File: src/rtl/perf_ctrl.sv
// Performance-counter bank controller: decodes commands into bank strobes and
// streams a snapshot of all counters out over an AXI-Stream style port.
module perf_ctrl #(
    parameter int unsigned CNT_W  = 16,
    parameter int unsigned CNT_N  = 10,
    parameter int unsigned MODE_W = 2
) (
    input  logic                     clk_i,
    input  logic                     reset_i,

    input  logic                     cmd_valid_i,
    output logic                     cmd_ready_o,
    input  logic [2:0]               cmd_op_i,
    input  logic [MODE_W-1:0]        cmd_mode_i,

    output logic                     cnt_we_o,
    output logic                     cnt_en_o,
    output logic                     cnt_clear_o,
    output logic                     cnt_save_o,
    output logic [MODE_W-1:0]        cnt_mode_o,
    input  logic [CNT_N*CNT_W-1:0]   cnt_val_i,
    input  logic [CNT_N-1:0]         ovf_i,

    output logic                     m_axis_tvalid_o,
    input  logic                     m_axis_tready_i,
    output logic                     m_axis_tlast_o,
    output logic [CNT_W-1:0]         m_axis_tdata_o,
    output logic                     m_axis_tuser_o,

    output logic                     busy_o,
    output logic                     err_o
);

    localparam int unsigned IDX_W = (CNT_N > 1) ? $clog2(CNT_N) : 1;

    localparam logic [2:0] ST_IDLE   = 3'd0;
    localparam logic [2:0] ST_ISSUE  = 3'd1;
    localparam logic [2:0] ST_SETTLE = 3'd2;
    localparam logic [2:0] ST_LOAD   = 3'd3;
    localparam logic [2:0] ST_STREAM = 3'd4;

    localparam logic [2:0] OP_NOP     = 3'd0;
    localparam logic [2:0] OP_START   = 3'd1;
    localparam logic [2:0] OP_STOP    = 3'd2;
    localparam logic [2:0] OP_CLEAR   = 3'd3;
    localparam logic [2:0] OP_SAVE    = 3'd4;
    localparam logic [2:0] OP_DUMP    = 3'd5;
    localparam logic [2:0] OP_SETMODE = 3'd6;
    localparam logic [2:0] OP_ILLEGAL = 3'd7;

    logic [2:0]        state_q, state_d;
    logic              ready_q;
    logic              en_q;
    logic [MODE_W-1:0] mode_q;
    logic              clear_q;
    logic              save_q;
    logic              dump_q;
    logic              err_q;
    logic [IDX_W-1:0]  idx_q;
    logic [CNT_W-1:0]  shadow_q [CNT_N];
    logic [CNT_N-1:0]  ovf_shadow_q;

    logic accept;
    logic beat;
    logic last_idx;
    logic strobe_op;

    assign accept    = cmd_valid_i & ready_q;
    assign beat      = (state_q == ST_STREAM) & m_axis_tready_i;
    assign last_idx  = (idx_q == IDX_W'(CNT_N - 1));
    assign strobe_op = (cmd_op_i != OP_NOP) && (cmd_op_i != OP_ILLEGAL);

    always_comb begin
        state_d = state_q;
        case (state_q)
            ST_IDLE:   if (accept && strobe_op) state_d = ST_ISSUE;
            ST_ISSUE:  state_d = dump_q ? ST_SETTLE : ST_IDLE;
            ST_SETTLE: state_d = ST_LOAD;
            ST_LOAD:   state_d = ST_STREAM;
            ST_STREAM: if (beat && last_idx) state_d = ST_IDLE;
            default:   state_d = ST_IDLE;
        endcase
    end

    always_ff @(posedge clk_i) begin
        if (reset_i) begin
            state_q      <= ST_IDLE;
            ready_q      <= 1'b0;
            en_q         <= 1'b0;
            mode_q       <= '0;
            clear_q      <= 1'b0;
            save_q       <= 1'b0;
            dump_q       <= 1'b0;
            err_q        <= 1'b0;
            idx_q        <= '0;
            ovf_shadow_q <= '0;
            for (int k = 0; k < CNT_N; k++) begin
                shadow_q[k] <= '0;
            end
        end else begin
            state_q <= state_d;
            // Ready only after a full cycle spent in IDLE, so each command
            // keeps the port closed for two cycles.
            ready_q <= (state_q == ST_IDLE) && (state_d == ST_IDLE);
            err_q   <= accept && (cmd_op_i == OP_ILLEGAL);

            if (accept) begin
                case (cmd_op_i)
                    OP_START:   en_q   <= 1'b1;
                    OP_STOP:    en_q   <= 1'b0;
                    OP_SETMODE: mode_q <= cmd_mode_i;
                    default:    ;
                endcase
                clear_q <= (cmd_op_i == OP_CLEAR);
                save_q  <= (cmd_op_i == OP_SAVE) || (cmd_op_i == OP_DUMP);
                dump_q  <= (cmd_op_i == OP_DUMP);
            end

            if (state_q == ST_LOAD) begin
                idx_q        <= '0;
                ovf_shadow_q <= ovf_i;
                for (int k = 0; k < CNT_N; k++) begin
                    shadow_q[k] <= cnt_val_i[k*CNT_W +: CNT_W];
                end
            end else if (beat) begin
                idx_q <= last_idx ? '0 : idx_q + IDX_W'(1);
            end
        end
    end

    assign cmd_ready_o     = ready_q;
    assign cnt_we_o        = (state_q == ST_ISSUE);
    assign cnt_clear_o     = (state_q == ST_ISSUE) & clear_q;
    assign cnt_save_o      = (state_q == ST_ISSUE) & save_q;
    assign cnt_en_o        = en_q;
    assign cnt_mode_o      = mode_q;

    assign m_axis_tvalid_o = (state_q == ST_STREAM);
    assign m_axis_tlast_o  = (state_q == ST_STREAM) & last_idx;
    assign m_axis_tdata_o  = shadow_q[idx_q];
    assign m_axis_tuser_o  = ovf_shadow_q[idx_q];

    assign busy_o          = (state_q != ST_IDLE);
    assign err_o           = err_q;

endmodule

File: config.mk
export PLATFORM = sky130hd
export DESIGN_NAME = perf_ctrl
export DESIGN_NICKNAME = d
export VERILOG_FILES = /design/src/rtl/perf_ctrl.sv
export SDC_FILE = /design/constraint.sdc
export NUM_CORES = 1
export LEC_CHECK = 0
export ABC_AREA = 1
export CORE_AREA = 4 4 143 145
export DETAILED_ROUTE_END_ITERATION = 7
export DIE_AREA = 0 0 147 149
export GPL_ROUTABILITY_DRIVEN = 0
export PLACE_DENSITY = 0.88
export SLEW_MARGIN = 15
export SYNTH_ARGS = -nofsm -noshare
export SYNTH_HDL_FRONTEND = slang
export SYNTH_SLANG_ARGS = --single-unit
File: constraint.sdc
create_clock -name clk_i -period 6.8 [get_ports clk_i]
set_input_delay 1.36 -clock clk_i [delete_from_list [all_inputs] [get_ports clk_i]]
set_output_delay 1.36 -clock clk_i [all_outputs]
set_load 0.01 [all_outputs]
* Word level (Yosys, flattened, before mapping) *
Memory sizes are Yosys's and may differ from the RTL's. A register that Yosys moved wholly into a read port is not among the register bits.
Index checks and enable logic that the tools add are counted.

cells by class
  eq/ne operators = 13
  reductions and logical operators = 14
  $lt $le $gt $ge = 1
  muxes and demuxes = 25
  add/subtract/negate cells = 1
  bitwise gates (word level) = 15

operators with widths
  kind                   count
  $mux W16               10
  $eq A3 B3 Y1 const B   5
  $pmux W3 S5            1
  $eq A3 B2 Y1 const B   4
  $mux W4                3
  $or A1 B1 Y1           10
  $eq A3 B1 Y1 const B   2
  $logic_not A3 Y1       2
  $mux W1                6
  $mux W3                2
  $reduce_bool A3 Y1     2
  $and A1 B1 Y1          5
  $logic_and A1 B1 Y1    5
  $lt A4 B5 Y1 const B   1
  $add A4 B1 Y4 const B  1
  $bmux W1 S4            1
  $eq A4 B4 Y1 const B   1
  $reduce_and A2 Y1      2
  $ne A3 B3 Y1 const B   1
  $mux W2                1
  $pmux W1 S2            1
  $reduce_bool A2 Y1     1
  $reduce_or A2 Y1       1
  $logic_or A1 B1 Y1     1

storage, ports and cells
  bits of input ports = 179
  logic and storage cells = 80
  output and inout bits = 28
  bits in registers = 25
  RAM bits = 160
  memories = 1

memory list
  name      depth  width  read ports  clocked after Yosys merged registers in  write ports  line  text
  shadow_q  10     16     1           1                                        10           60    logic [CNT_W-1:0] shadow_q [CNT_N];

* Depth between registers and ports, before layout *
  depth in word-level cells = 7
  depth in mapped cells = 9
  gate-level depth less buffers = 7

* Worst setup path before layout *
No wires, ideal clock.

  path type = input to register
  from = input port reset_i
  to = memory shadow_q[0][0] (enable)
  stages = 2
  library setup time = 1370 ps
  setup slack = 1257 ps
  path buffers = 0
  required time = 5430 ps
  data arrival time = 4173 ps
  cell sequence = inv_2 -> nand2_1

RTL lines
  element             line  text
  start: declaration  9     input logic reset_i,
  end: declaration    60

==> metrics <==
largest family of logic cells by synthesized area=simple AND/OR/NAND/NOR gates; design area=about 0.012 mm²; worst hold path class=flip-flop to flip-flop; Avg Vias per Cell=4.79; Clock transition at path regs=0.07 ns; Crit path largest cell delay=0.76 ns; Post-DP Area=0.0116 mm²; layout net count=1479; post-route setup slack=between 2 and 2.5 ns; DRC=0; Setup-failing EPs final=0; Initial Utilization=0.490; Synth Area in Compound Gates=0.0234; hold-critical path depth=2; First-pass DRT Iterations=5; drt wl/cell=15.6 µm; global route overflow=0; core box area=a little under 0.02 mm²; CTS Root Buffer Type=clkbuf_16; Post-Syn Area per Cell=8.39 µm²; area grow syn2layout=29.3%; CTS tree=done; Total GRT Usage=0.222; Leakage=5.54 nW; mux cell area share after synthesis=0; Die Ht=149 µm; sequential share of power=0.516; critical path type=flip-flop to output pin; type of origin of the critical path=flip-flop; worst-path cell chain=buf_4 > inv_1 > nand3_1 > nand3_1 > nand3_1 > nand2_1 > clkdlybuf4s50_1; R2R Path Start=state_q[2]$_SDFF_PP0_; number of global-route vias before repair=7615; Synth top area share=0.511; Psw=0.549 mW; post-synthesis cell area=0.00941 mm²; Cells after Synth=1121; post-synthesis cell type count=20; global-route wire length before repair=37900 µm; Place WS=2.81 ns; internal cell power=1.97 mW; RSZ-0062 raised after global routing=false; CP Data Arrival Time=2.94 ns; FF-to-FF End=shadow_q[8][14]$_SDFFCE_PN0P_; Post-Synth Simple-Gate Area=0.257; sequential-to-total area share from yosys stat=0.573; worst-path fanout max=33; worst-skew pair later-pin latency=0.44 ns; syn_nets=1300; power density cells=207 mW/mm²; Adder-Cell Fraction of Synth Area=0; slew margin rel.=0.292; # resized after CTS=0; Peak VDD IR=0.173 mV; Worst-Margin Slew=1.06 ns; critical path required time=~5.4 ns; Hold Crit Start=dump_q$_SDFFE_PP0P_; antenna fix cells=0; hold worst-path end=state_q[1]$_SDFF_PP0_; # H-tree levels=4; HPWL Detailed=17200 µm; row count=51; Iter 0 DRT Violations=663; # clock sinks=189; DIE AREA=0.0219 mm²; final wirelength=24600 µm; post-CTS setup buffer count=0; Yosys top cell by area=edfxtp_1; Max clock buf depth=2; Peak Freq=around 0.23 GHz; final hold vios=0; Yosys warnings=0; Seq cells post-synth=189; R2R cell count=6; width of the die=between 100 and 150 µm; clock power share=0.403; Synth Area in XOR/XNOR=0; Slew Viols, Final=0; setup slack, reg-to-reg=4.49 ns; clock skew=roughly 0.011 ns; Fin Setup TNS=0 ns; vias=7563; status=completed; Net Sw Frac=0.218; layout cells sized above 1=0.0876; CP most frequent cell=nand3_1; post-layout min period=4.30 ns; largest net degree at the start of global routing=138; Post-CTS Hold Fix Bufs=0; Final ANT Viol Nets=0; Comb pwr share=0.081; max cap viols=0; initial antenna violation count=0; port bufs=206; TritonCTS Buffers=17; main area contributors after synthesis=edfxtp_1 (51%), inv_1 (11%), nand2_1 (8.6%); io pins=207; CP max-delay cell=inv_1; Final period util=0.633; Worst Setup End Kind=output pin
-- Yosys cell counts --
| library cell | instances |
|---|---|
| nor2_1 | 140 |
| a21oi_1 | 13 |
| nand4_1 | 2 |
| edfxtp_1 | 160 |
| dfxtp_1 | 29 |
| nand3_2 | 1 |
| nand2_2 | 1 |
| nand3_1 | 113 |
| o21bai_1 | 2 |
| inv_1 | 285 |
| o211ai_1 | 2 |
| nor3_1 | 6 |
| o21ai_0 | 25 |
| nand2_1 | 215 |
| inv_2 | 4 |
| clkbuf_1 | 7 |
| buf_2 | 31 |
| buf_1 | 2 |
| nor2_2 | 73 |
| buf_6 | 10 |
-- sequential cells by signal (all words and copies together), names as in the netlist, named ones only --
register / cells
cmd_ready_o: 1
shadow_q: 160
state_q: 3
ovf_shadow_q: 10
save_q: 1
cnt_mode_o: 2
clear_q: 1
err_o: 1
cnt_en_o: 1
idx_q: 4
dump_q: 1
-- per-stage QoR --
stage / hold WS (ns) / utilization / power [mW] / std cells
final: 0.468 / 0.633 / 2.52 / 1578
after detailed placement: 0.459 / 0.602 / 1.53 / 1546
after global placement: 0.450 / 0.602 / 1.52 / 1546
after CTS: 0.470 / 0.633 / 2.53 / 1578
after global routing: 0.502 / 0.633 / 2.59 / 1578
after floorplan: 0.441 / - / 1.39 / 1121
-- routing by layer --
metal	global-route usage	share of wire	wire length [µm]
met1	0.263	0.38	9300
met4	0.0988	0.036	876
met2	0.382	0.50	12300
met3	0.0593	0.084	2070
met5	0	0	0
-- logic make-up (layout without fill, tap and decap cells) --
group                  Yosys count  count (layout)
AO/OA/AOI/OAI                   42              42
buffers and inverters          339             531
flip-flops                     189             189
AND/OR/NAND/NOR                551             551
-- power by group through the flow --
stage / clock [mW] / sequential [mW] / combinational [mW]
after detailed placement: 0 / 1.32 / 0.204
after floorplan: 0 / 1.33 / 0.0668
after CTS: 1.03 / 1.30 / 0.205
after global routing: 1.07 / 1.30 / 0.223
final: 1.01 / 1.30 / 0.205
after global placement: 0 / 1.32 / 0.201
-- worst max-delay path, delay by kind of cell (launching register included) --
family | cells | cell delay, ns
buffers and inverters | 3 | 1.54
DFF | 1 | 0.30
and+or+nand+nor | 4 | 0.65
-- cell type report --
class	instances	area [µm²]
clock inverter	12	150
timing repair buffer	210	2100
inverter	289	1090
multi-input combinational	593	2660
clock buffer	20	447
tap	265	332
sequential	189	5390
fill	1531	7050
-- cells in the final DEF, fill, tap and decap left out, drive strengths merged --
cell type and count:
edfxtp 160, buf 4, clkinvlp 2, o21bai 2, inv 297, a21oi 13, nor2 213, o21ai 25
nand2 216, dfxtp 29, nor3 6, nand4 2, clkbuf 20, bufinv 2, nand3 114, clkdlybuf4s50 206
o211ai 2
-- worst max-delay path by stage --
stage	start	endpoint	slack, ns	cells after the start
4_1_cts	flip-flop	m_axis_tdata_o[8]	2.52	7
3_3_place_gp	reset_i	shadow_q[9][15]$_SDFFCE_PN0P_	2.92	5
3_5_place_dp	reset_i	shadow_q[8][14]$_SDFFCE_PN0P_	2.81	5
2_1_floorplan	reset_i	shadow_q[0][0]$_SDFFCE_PN0P_	1.26	2
5_1_grt	flip-flop	m_axis_tdata_o[9]	2.32	7
6_report	flip-flop	m_axis_tdata_o[9]	2.50	7
(Power assumes the default switching activity.)
